## config.mk

```make
export PLATFORM = sky130hd
export DESIGN_NAME = aer_fifo_drain_ctrl_flat
export DESIGN_NICKNAME = d
export VERILOG_FILES = /design/src/rtl/aer_fifo_drain_ctrl_pkg.sv /design/src/rtl/aer_fifo_drain_ctrl_if.sv /design/src/rtl/aer_drain_timer.sv /design/src/rtl/aer_fifo_drain_ctrl.sv /design/src/flat_wrapper.sv
export SDC_FILE = /design/constraint.sdc
export NUM_CORES = 1
export LEC_CHECK = 0
export ABC_AREA = 1
export BUFFER_PORTS_ARGS = -buffer_cell sky130_fd_sc_hd__buf_2
export CORE_ASPECT_RATIO = 1.4
export CORE_MARGIN = 5
export CORE_UTILIZATION = 35
export DETAILED_ROUTE_END_ITERATION = 8
export RECOVER_POWER = 100
export SLEW_MARGIN = 10
export SYNTH_ARGS = -nofsm -noshare
export SYNTH_HDL_FRONTEND = slang
export SYNTH_SLANG_ARGS = --single-unit
```

## constraint.sdc

```tcl
create_clock -name clk -period 3.76 [get_ports clk]
set_clock_uncertainty 0.05 [all_clocks]
set_input_delay 0.376 -clock clk [delete_from_list [all_inputs] [get_ports clk]]
set_output_delay 0.376 -clock clk [all_outputs]
set_load 0.02 [all_outputs]
```

## src/rtl/aer_fifo_drain_ctrl_pkg.sv

```systemverilog
// Shared types and defaults for the AER FIFO drain controller.
package aer_fifo_drain_ctrl_pkg;

  typedef enum logic [1:0] {
    DRN_IDLE  = 2'd0,
    DRN_BURST = 2'd1,
    DRN_GAP   = 2'd2
  } drain_state_t;

  localparam int DRAIN_MAX_BURST_DEF = 16;
  localparam int DRAIN_DWIDTH_DEF    = 64;
  localparam int DRAIN_DEPTH_DEF     = 64;
  localparam int DRAIN_TO_WIDTH_DEF  = 16;

endpackage

```

## src/rtl/aer_fifo_drain_ctrl_if.sv

```systemverilog
// FIFO-read and output-stream signals between the drain controller and its neighbours.
interface aer_fifo_drain_ctrl_if #(
  parameter int DWIDTH = 64,
  parameter int DEPTH  = 64
);
  localparam int AWIDTH = $clog2(DEPTH);

  logic              fifo_empty;
  logic [AWIDTH:0]   fifo_numel;
  logic [DWIDTH-1:0] fifo_rdata;
  logic              fifo_rd_en;
  logic              out_valid;
  logic              out_ready;
  logic [DWIDTH-1:0] out_data;
  logic              out_last;

  modport master (
    input  fifo_empty, fifo_numel, fifo_rdata, out_ready,
    output fifo_rd_en, out_valid, out_data, out_last
  );

  modport slave (
    output fifo_empty, fifo_numel, fifo_rdata, out_ready,
    input  fifo_rd_en, out_valid, out_data, out_last
  );
endinterface

```

## src/rtl/aer_drain_timer.sv

```systemverilog
// Saturating idle counter; expired once it has counted cfg_timeout-1 cycles (0 disables).
module aer_drain_timer #(
  parameter int TO_WIDTH = 16
) (
  input  logic                clk,
  input  logic                rst,
  input  logic                clr,
  input  logic                en,
  input  logic [TO_WIDTH-1:0] cfg_timeout,
  output logic                expired
);
  logic [TO_WIDTH-1:0] cnt_r;

  // Idle-cycle counter, held at all-ones once saturated
  always_ff @(posedge clk) begin
    if (rst || clr) begin
      cnt_r <= '0;
    end else if (en && (cnt_r != {TO_WIDTH{1'b1}})) begin
      cnt_r <= cnt_r + TO_WIDTH'(1);
    end else begin
      cnt_r <= cnt_r;
    end
  end

  assign expired = (cfg_timeout != '0) && (cnt_r >= (cfg_timeout - TO_WIDTH'(1)));
endmodule

```

## src/rtl/aer_fifo_drain_ctrl.sv

```systemverilog
// Drains an FWFT FIFO in bounded bursts onto a valid/ready stream with a last marker.
module aer_fifo_drain_ctrl
  import aer_fifo_drain_ctrl_pkg::*;
#(
  parameter int  DWIDTH    = DRAIN_DWIDTH_DEF,
  parameter int  DEPTH     = DRAIN_DEPTH_DEF,
  parameter int  MAX_BURST = DRAIN_MAX_BURST_DEF,
  parameter int  TO_WIDTH  = DRAIN_TO_WIDTH_DEF,
  localparam int AWIDTH    = $clog2(DEPTH),
  localparam int BWIDTH    = $clog2(MAX_BURST) + 1
) (
  input  logic                 clk,
  input  logic                 rst,
  input  logic                 cfg_enable,
  input  logic [AWIDTH:0]      cfg_threshold,
  input  logic [TO_WIDTH-1:0]  cfg_timeout,
  input  logic                 soft_clr,
  aer_fifo_drain_ctrl_if.master bus,
  output logic                 busy,
  output logic [15:0]          burst_cnt
);
  localparam logic [AWIDTH:0] MAX_BURST_A = (AWIDTH+1)'(MAX_BURST);
  localparam logic [AWIDTH:0] ONE_A       = (AWIDTH+1)'(1);

  drain_state_t      state_r;
  logic [BWIDTH-1:0] beats_left_r;
  logic [15:0]       burst_cnt_r;

  logic [AWIDTH:0]   thr_eff_s;
  logic [AWIDTH:0]   start_beats_s;
  logic              thr_hit_s;
  logic              to_exp_s;
  logic              to_hit_s;
  logic              in_idle_s;
  logic              trig_s;
  logic              valid_s;
  logic              last_s;
  logic              rd_s;
  logic [DWIDTH-1:0] data_s;

  assign in_idle_s     = (state_r == DRN_IDLE);
  assign thr_eff_s     = (cfg_threshold == '0) ? ONE_A : cfg_threshold;
  assign thr_hit_s     = cfg_enable && (bus.fifo_numel >= thr_eff_s);
  assign to_hit_s      = cfg_enable && !bus.fifo_empty && to_exp_s;
  assign trig_s        = in_idle_s && (thr_hit_s || to_hit_s);
  assign start_beats_s = (bus.fifo_numel < MAX_BURST_A) ? bus.fifo_numel : MAX_BURST_A;

  aer_drain_timer #(
    .TO_WIDTH (TO_WIDTH)
  ) u_timer (
    .clk         (clk),
    .rst         (rst),
    .clr         (soft_clr || !in_idle_s || bus.fifo_empty || !cfg_enable || trig_s),
    .en          (in_idle_s && !bus.fifo_empty && !thr_hit_s),
    .cfg_timeout (cfg_timeout),
    .expired     (to_exp_s)
  );

  // Stream side follows the FWFT head; soft_clr kills a beat in flight so no last escapes
  always_comb begin
    valid_s = 1'b0;
    data_s  = '0;
    last_s  = 1'b0;
    rd_s    = 1'b0;
    if ((state_r == DRN_BURST) && !soft_clr) begin
      valid_s = !bus.fifo_empty;
      data_s  = bus.fifo_rdata;
      last_s  = valid_s && (beats_left_r == BWIDTH'(1));
      rd_s    = valid_s && bus.out_ready;
    end else begin
      valid_s = 1'b0;
    end
  end

  assign bus.out_valid  = valid_s;
  assign bus.out_data   = data_s;
  assign bus.out_last   = last_s;
  assign bus.fifo_rd_en = rd_s;

  // Burst sequencer: IDLE evaluates triggers, BURST counts beats, GAP lets FIFO status settle
  always_ff @(posedge clk) begin
    if (rst) begin
      state_r      <= DRN_IDLE;
      beats_left_r <= '0;
      burst_cnt_r  <= 16'd0;
    end else if (soft_clr) begin
      state_r      <= DRN_IDLE;
      beats_left_r <= '0;
    end else begin
      case (state_r)
        DRN_IDLE: begin
          if (trig_s) begin
            beats_left_r <= BWIDTH'(start_beats_s);
            state_r      <= DRN_BURST;
          end else begin
            state_r      <= DRN_IDLE;
          end
        end
        DRN_BURST: begin
          if (rd_s) begin
            beats_left_r <= beats_left_r - BWIDTH'(1);
            if (last_s) begin
              burst_cnt_r <= burst_cnt_r + 16'd1;
              state_r     <= DRN_GAP;
            end else begin
              state_r     <= DRN_BURST;
            end
          end else begin
            state_r <= DRN_BURST;
          end
        end
        DRN_GAP: begin
          state_r <= DRN_IDLE;
        end
        default: begin
          state_r      <= DRN_IDLE;
          beats_left_r <= '0;
        end
      endcase
    end
  end

  assign busy      = !in_idle_s;
  assign burst_cnt = burst_cnt_r;
endmodule
```

## src/flat_wrapper.sv

```systemverilog
// flat-port wrapper written by rule: the top's interface ports become plain ports
module aer_fifo_drain_ctrl_flat import aer_fifo_drain_ctrl_pkg::*;
#(
  parameter int  DWIDTH    = DRAIN_DWIDTH_DEF,
  parameter int  DEPTH     = DRAIN_DEPTH_DEF,
  parameter int  MAX_BURST = DRAIN_MAX_BURST_DEF,
  parameter int  TO_WIDTH  = DRAIN_TO_WIDTH_DEF,
  localparam int AWIDTH    = $clog2(DEPTH),
  localparam int BWIDTH    = $clog2(MAX_BURST) + 1
)
  (clk, rst, cfg_enable, cfg_threshold, cfg_timeout, soft_clr, busy, burst_cnt, bus_fifo_empty, bus_fifo_numel, bus_fifo_rdata, bus_out_ready, bus_fifo_rd_en, bus_out_valid, bus_out_data, bus_out_last);
  aer_fifo_drain_ctrl_if #(.DWIDTH(DWIDTH), .DEPTH(DEPTH)) bus_i ();
  input  logic clk;
  input  logic rst;
  input  logic cfg_enable;
  input  logic [AWIDTH:0] cfg_threshold;
  input  logic [TO_WIDTH-1:0] cfg_timeout;
  input  logic soft_clr;
  output logic busy;
  output logic [15:0] burst_cnt;
  input wire logic [$bits(bus_i.fifo_empty)-1:0] bus_fifo_empty;
  input wire logic [$bits(bus_i.fifo_numel)-1:0] bus_fifo_numel;
  input wire logic [$bits(bus_i.fifo_rdata)-1:0] bus_fifo_rdata;
  input wire logic [$bits(bus_i.out_ready)-1:0] bus_out_ready;
  output wire logic [$bits(bus_i.fifo_rd_en)-1:0] bus_fifo_rd_en;
  output wire logic [$bits(bus_i.out_valid)-1:0] bus_out_valid;
  output wire logic [$bits(bus_i.out_data)-1:0] bus_out_data;
  output wire logic [$bits(bus_i.out_last)-1:0] bus_out_last;
  assign bus_i.fifo_empty = bus_fifo_empty;
  assign bus_i.fifo_numel = bus_fifo_numel;
  assign bus_i.fifo_rdata = bus_fifo_rdata;
  assign bus_i.out_ready = bus_out_ready;
  assign bus_fifo_rd_en = bus_i.fifo_rd_en;
  assign bus_out_valid = bus_i.out_valid;
  assign bus_out_data = bus_i.out_data;
  assign bus_out_last = bus_i.out_last;
  aer_fifo_drain_ctrl #(.DWIDTH(DWIDTH), .DEPTH(DEPTH), .MAX_BURST(MAX_BURST), .TO_WIDTH(TO_WIDTH)) u_core (.clk(clk), .rst(rst), .cfg_enable(cfg_enable), .cfg_threshold(cfg_threshold), .cfg_timeout(cfg_timeout), .soft_clr(soft_clr), .bus(bus_i), .busy(busy), .burst_cnt(burst_cnt));
endmodule
```

==> impl_metrics.env <==
export IMPL_status="completed"
export IMPL_setup_viol=0
export IMPL_vias_per_cell=4.480
export IMPL_cts_resized=0
export IMPL_antenna_found_initial=0
export IMPL_finalWirelength_um=10430
export IMPL_syn_to_final_growth_pct=29.18
export IMPL_overflow=0
export IMPL_clkLatencyLatePin_ps=280
export IMPL_power_leakage_nw=2.361
export IMPL_power_frac_clock_pct=39.4
export IMPL_synth_area_leaders="dfxtp_1 (22%), inv_1 (15%), nor2_1 (12%)"
export IMPL_cp_end_kind="register"
export IMPL_clk_pin_slew_ps=60
export IMPL_grt_pass1_wl_um=16810
export IMPL_finalCritPeriodShare_pct=82.73
export IMPL_use_met1_pct=19.04
export IMPL_wl_per_cell_um=11.64
export IMPL_hold_viol=0
export IMPL_ir_drop_uv=168.4
export IMPL_die_x_um=95.07
export IMPL_io_buffers=183
export IMPL_initial_utilization_pct=35.82
export IMPL_die_height_um=129.1
export IMPL_num_vias=4014
export IMPL_antenna_cells=0
export IMPL_ant_nets=0
export IMPL_setup_tns_ps=0
export IMPL_synth_edf_count=0
export IMPL_dpl_worst_slack_ps=425.2
export IMPL_comb_power_share_pct=20.5
export IMPL_track_usage_pct=16.69
export IMPL_dr_pass1_iters=4
export IMPL_drcViolationCount=0
export IMPL_rsz0062_at_grt="no"
export IMPL_io_pins=184
export IMPL_critPathKind="in -> reg"
export IMPL_synth_seq_area_share_pct=22.02
export IMPL_p_int_mw=0.7506
export IMPL_synthDistinctLibCells=44
export IMPL_synth_area_sq_um=3546
export IMPL_synth_top_cell_by_area="dfxtp_1"
export IMPL_die_area_sq_um=12270
export IMPL_top_usage_layer="met2"
export IMPL_yosysWarnings=0
export IMPL_max_freq_ghz=0.3215
export IMPL_drv_slew=0
export IMPL_cp_required_ps=3880
export IMPL_dp_hpwl_um=8865
export IMPL_synthDominantCellAreaShare_pct=22.02
export IMPL_syn_avg_cell_area_sq_um=6.124
export IMPL_synth_net_count=707
export IMPL_slew_headroom_pct=24.53
export IMPL_gp_congestion=0.8643
export IMPL_ys_ff_latch=39
export IMPL_cp_max_fo=8
export IMPL_seq_power_share_pct=40.0
export IMPL_async_flop_share_pct=0
export IMPL_synth_cells=579
export IMPL_ys_flop_type="dfxtp_1"
export IMPL_grt_use_met3_pct=3.426
export IMPL_grt_max_degree=68
export IMPL_n_fill_cell=1126
export IMPL_nNetsFinal=888
export IMPL_htreeDepth=2
export IMPL_maxCapViolCount=0
export IMPL_row_count=43
export IMPL_met2_usage_pct=30.80
export IMPL_hold_buffers=0
export IMPL_layout_setup_ws_ps=649.4
export IMPL_clock_sinks=39
export IMPL_drive_gt1_share_pct=16.95
export IMPL_p_sw_share_pct=28.31
export IMPL_cts_tree="built"
export IMPL_critPathLaunchType="input port"
export IMPL_post_cts_buffers=0
export IMPL_drtIter0Drc=147
export IMPL_numCtsBuffers=5
export IMPL_finalCriticalPeriod_ps=3111
export IMPL_grt_pass1_vias=3922
export IMPL_crit_arrival_ps=3230
export IMPL_root_buffer="clkbuf_16"
export IMPL_core_area_sq_um=9899
export IMPL_power_mw=1.047
export IMPL_clockBufferDepth=2
export IMPL_p_switching_mw=0.2964
export IMPL_powerDensity_nw_per_um2=228.6
export IMPL_tightest_slew_ps=1128
export IMPL_hold_path_class="in -> reg"
path summary, 6_finish.rpt:
kind / startpoint / end / slack [ps] / cells past startpoint
min: rst / u_core.burst_cnt[13] / 350 / 2
min reg2reg: u_core.beats_left_r[1] / u_core.beats_left_r[1] / 440 / 2
max: cfg_timeout[1] / u_core.beats_left_r[3] / 650 / 25
max reg2reg: u_core.state_r[0] / u_core.burst_cnt[13] / 1210 / 11
placed cells by master, fill, tap and decap left out, types with 2 or more instances in the layout:
| cell type | count |
|---|---|
| inv_1 | 140 |
| clkbuf_16 | 5 |
| nor2_4 | 2 |
| nand3_4 | 4 |
| dfxtp_1 | 39 |
| nor4_2 | 2 |
| o21ai_0 | 22 |
| o21ai_1 | 2 |
| ha_1 | 28 |
| nand3_1 | 23 |
| nor4_1 | 5 |
| xor2_1 | 11 |
| nand4_1 | 8 |
| buf_2 | 100 |
| nor2_1 | 121 |
| a31o_2 | 2 |
| nor3_2 | 2 |
| nand2_2 | 3 |
| xnor2_1 | 5 |
| nor3_1 | 16 |
| o21a_1 | 2 |
| nand2_1 | 86 |
| a21oi_1 | 30 |
| clkbuf_1 | 84 |
| or2_0 | 2 |
state kept, by name (all words and copies together), names as in the netlist:
register              flops
u_core.state_r            2
u_core.beats_left_r       5
u_core.burst_cnt         16
u_core.u_timer.cnt_r     16
synth_stat cells (2+ instances only):
library cell / count
dfxtp_1: 39
nand3_1: 22
inv_1: 139
nand3_4: 4
ha_1: 28
nor3_1: 15
nand2_1: 84
nor4_1: 5
o21ai_0: 17
nand4_1: 8
nor2_1: 117
nor2_2: 2
clkbuf_1: 4
xnor2_1: 5
o21a_1: 2
a31o_2: 2
nand2_2: 5
nor4_2: 2
buf_1: 3
a21oi_1: 30
nor3_2: 3
nor2_4: 4
xor2_1: 11
inv_2: 2
o21ai_1: 7
worst max-delay path, cell delays in order:
cell and delay (ps):
buf_2 100, or2_0 230, inv_1 60, nand3_1 130, nor3_4 210, nand2_1 130
nor3_2 180, nand2_1 70, nor2_1 110, xor2_1 150, inv_1 50, ha_1 300
nand4_1 110, nor2_1 120, nand2_1 60, inv_1 40, nand2_1 40, nand2_1 50
nand3_1 70, nand2_1 140, nand2_1 140, nand2_2 170, nand2_1 70, nand2_1 60
nor2_1 40
cell families (layout without fill, tap and decap cells):
logic type,count (synthesis),in the layout,synth area share [%]
buf+inv,151,333,16.16
xor+xnor,16,16,3.952
simple gates,279,279,37.23
flops,39,39,22.02
fa+ha+maj,28,28,9.880
compound gates,66,66,10.76
power groups by stage:
stage	logic, mW	clock network, mW	registers (mW)
global route	0.245	0.446	0.419
CTS	0.221	0.431	0.419
detailed placement	0.219	0	0.428
global placement	0.215	0	0.428
floorplan	0.126	0	0.428
finish	0.215	0.413	0.419
area by class of cell:
class / instances / area, sq um / area share, %
multi-input combinational: 389 / 2143 / 46.79
timing repair buffer: 183 / 812.0 / 17.73
sequential: 39 / 780.7 / 17.04
inverter: 142 / 534.3 / 11.66
tap: 135 / 168.9 / 3.688
clock buffer: 6 / 128.9 / 2.813
clock inverter: 2 / 12.51 / 0.2731
routing by layer:
metal / up-vias / wire (um)
li1: 2142 / -
met1: 1745 / 4096
met2: 116 / 5504
met3: 11 / 680
met4: 0 / 144
met5: - / 0
per-stage QoR:
stage	std cells	area, sq um	hold slack (ps)	utilization (%)
2_1_floorplan	579	3546	405.0	-
3_3_place_gp	888	4594	418.1	46.41
3_5_place_dp	888	4594	420.5	46.41
4_1_cts	896	4736	341.1	47.84
5_1_grt	896	4581	367.4	46.27
6_report	896	4581	348.7	46.27
(Power assumes the default switching activity.)
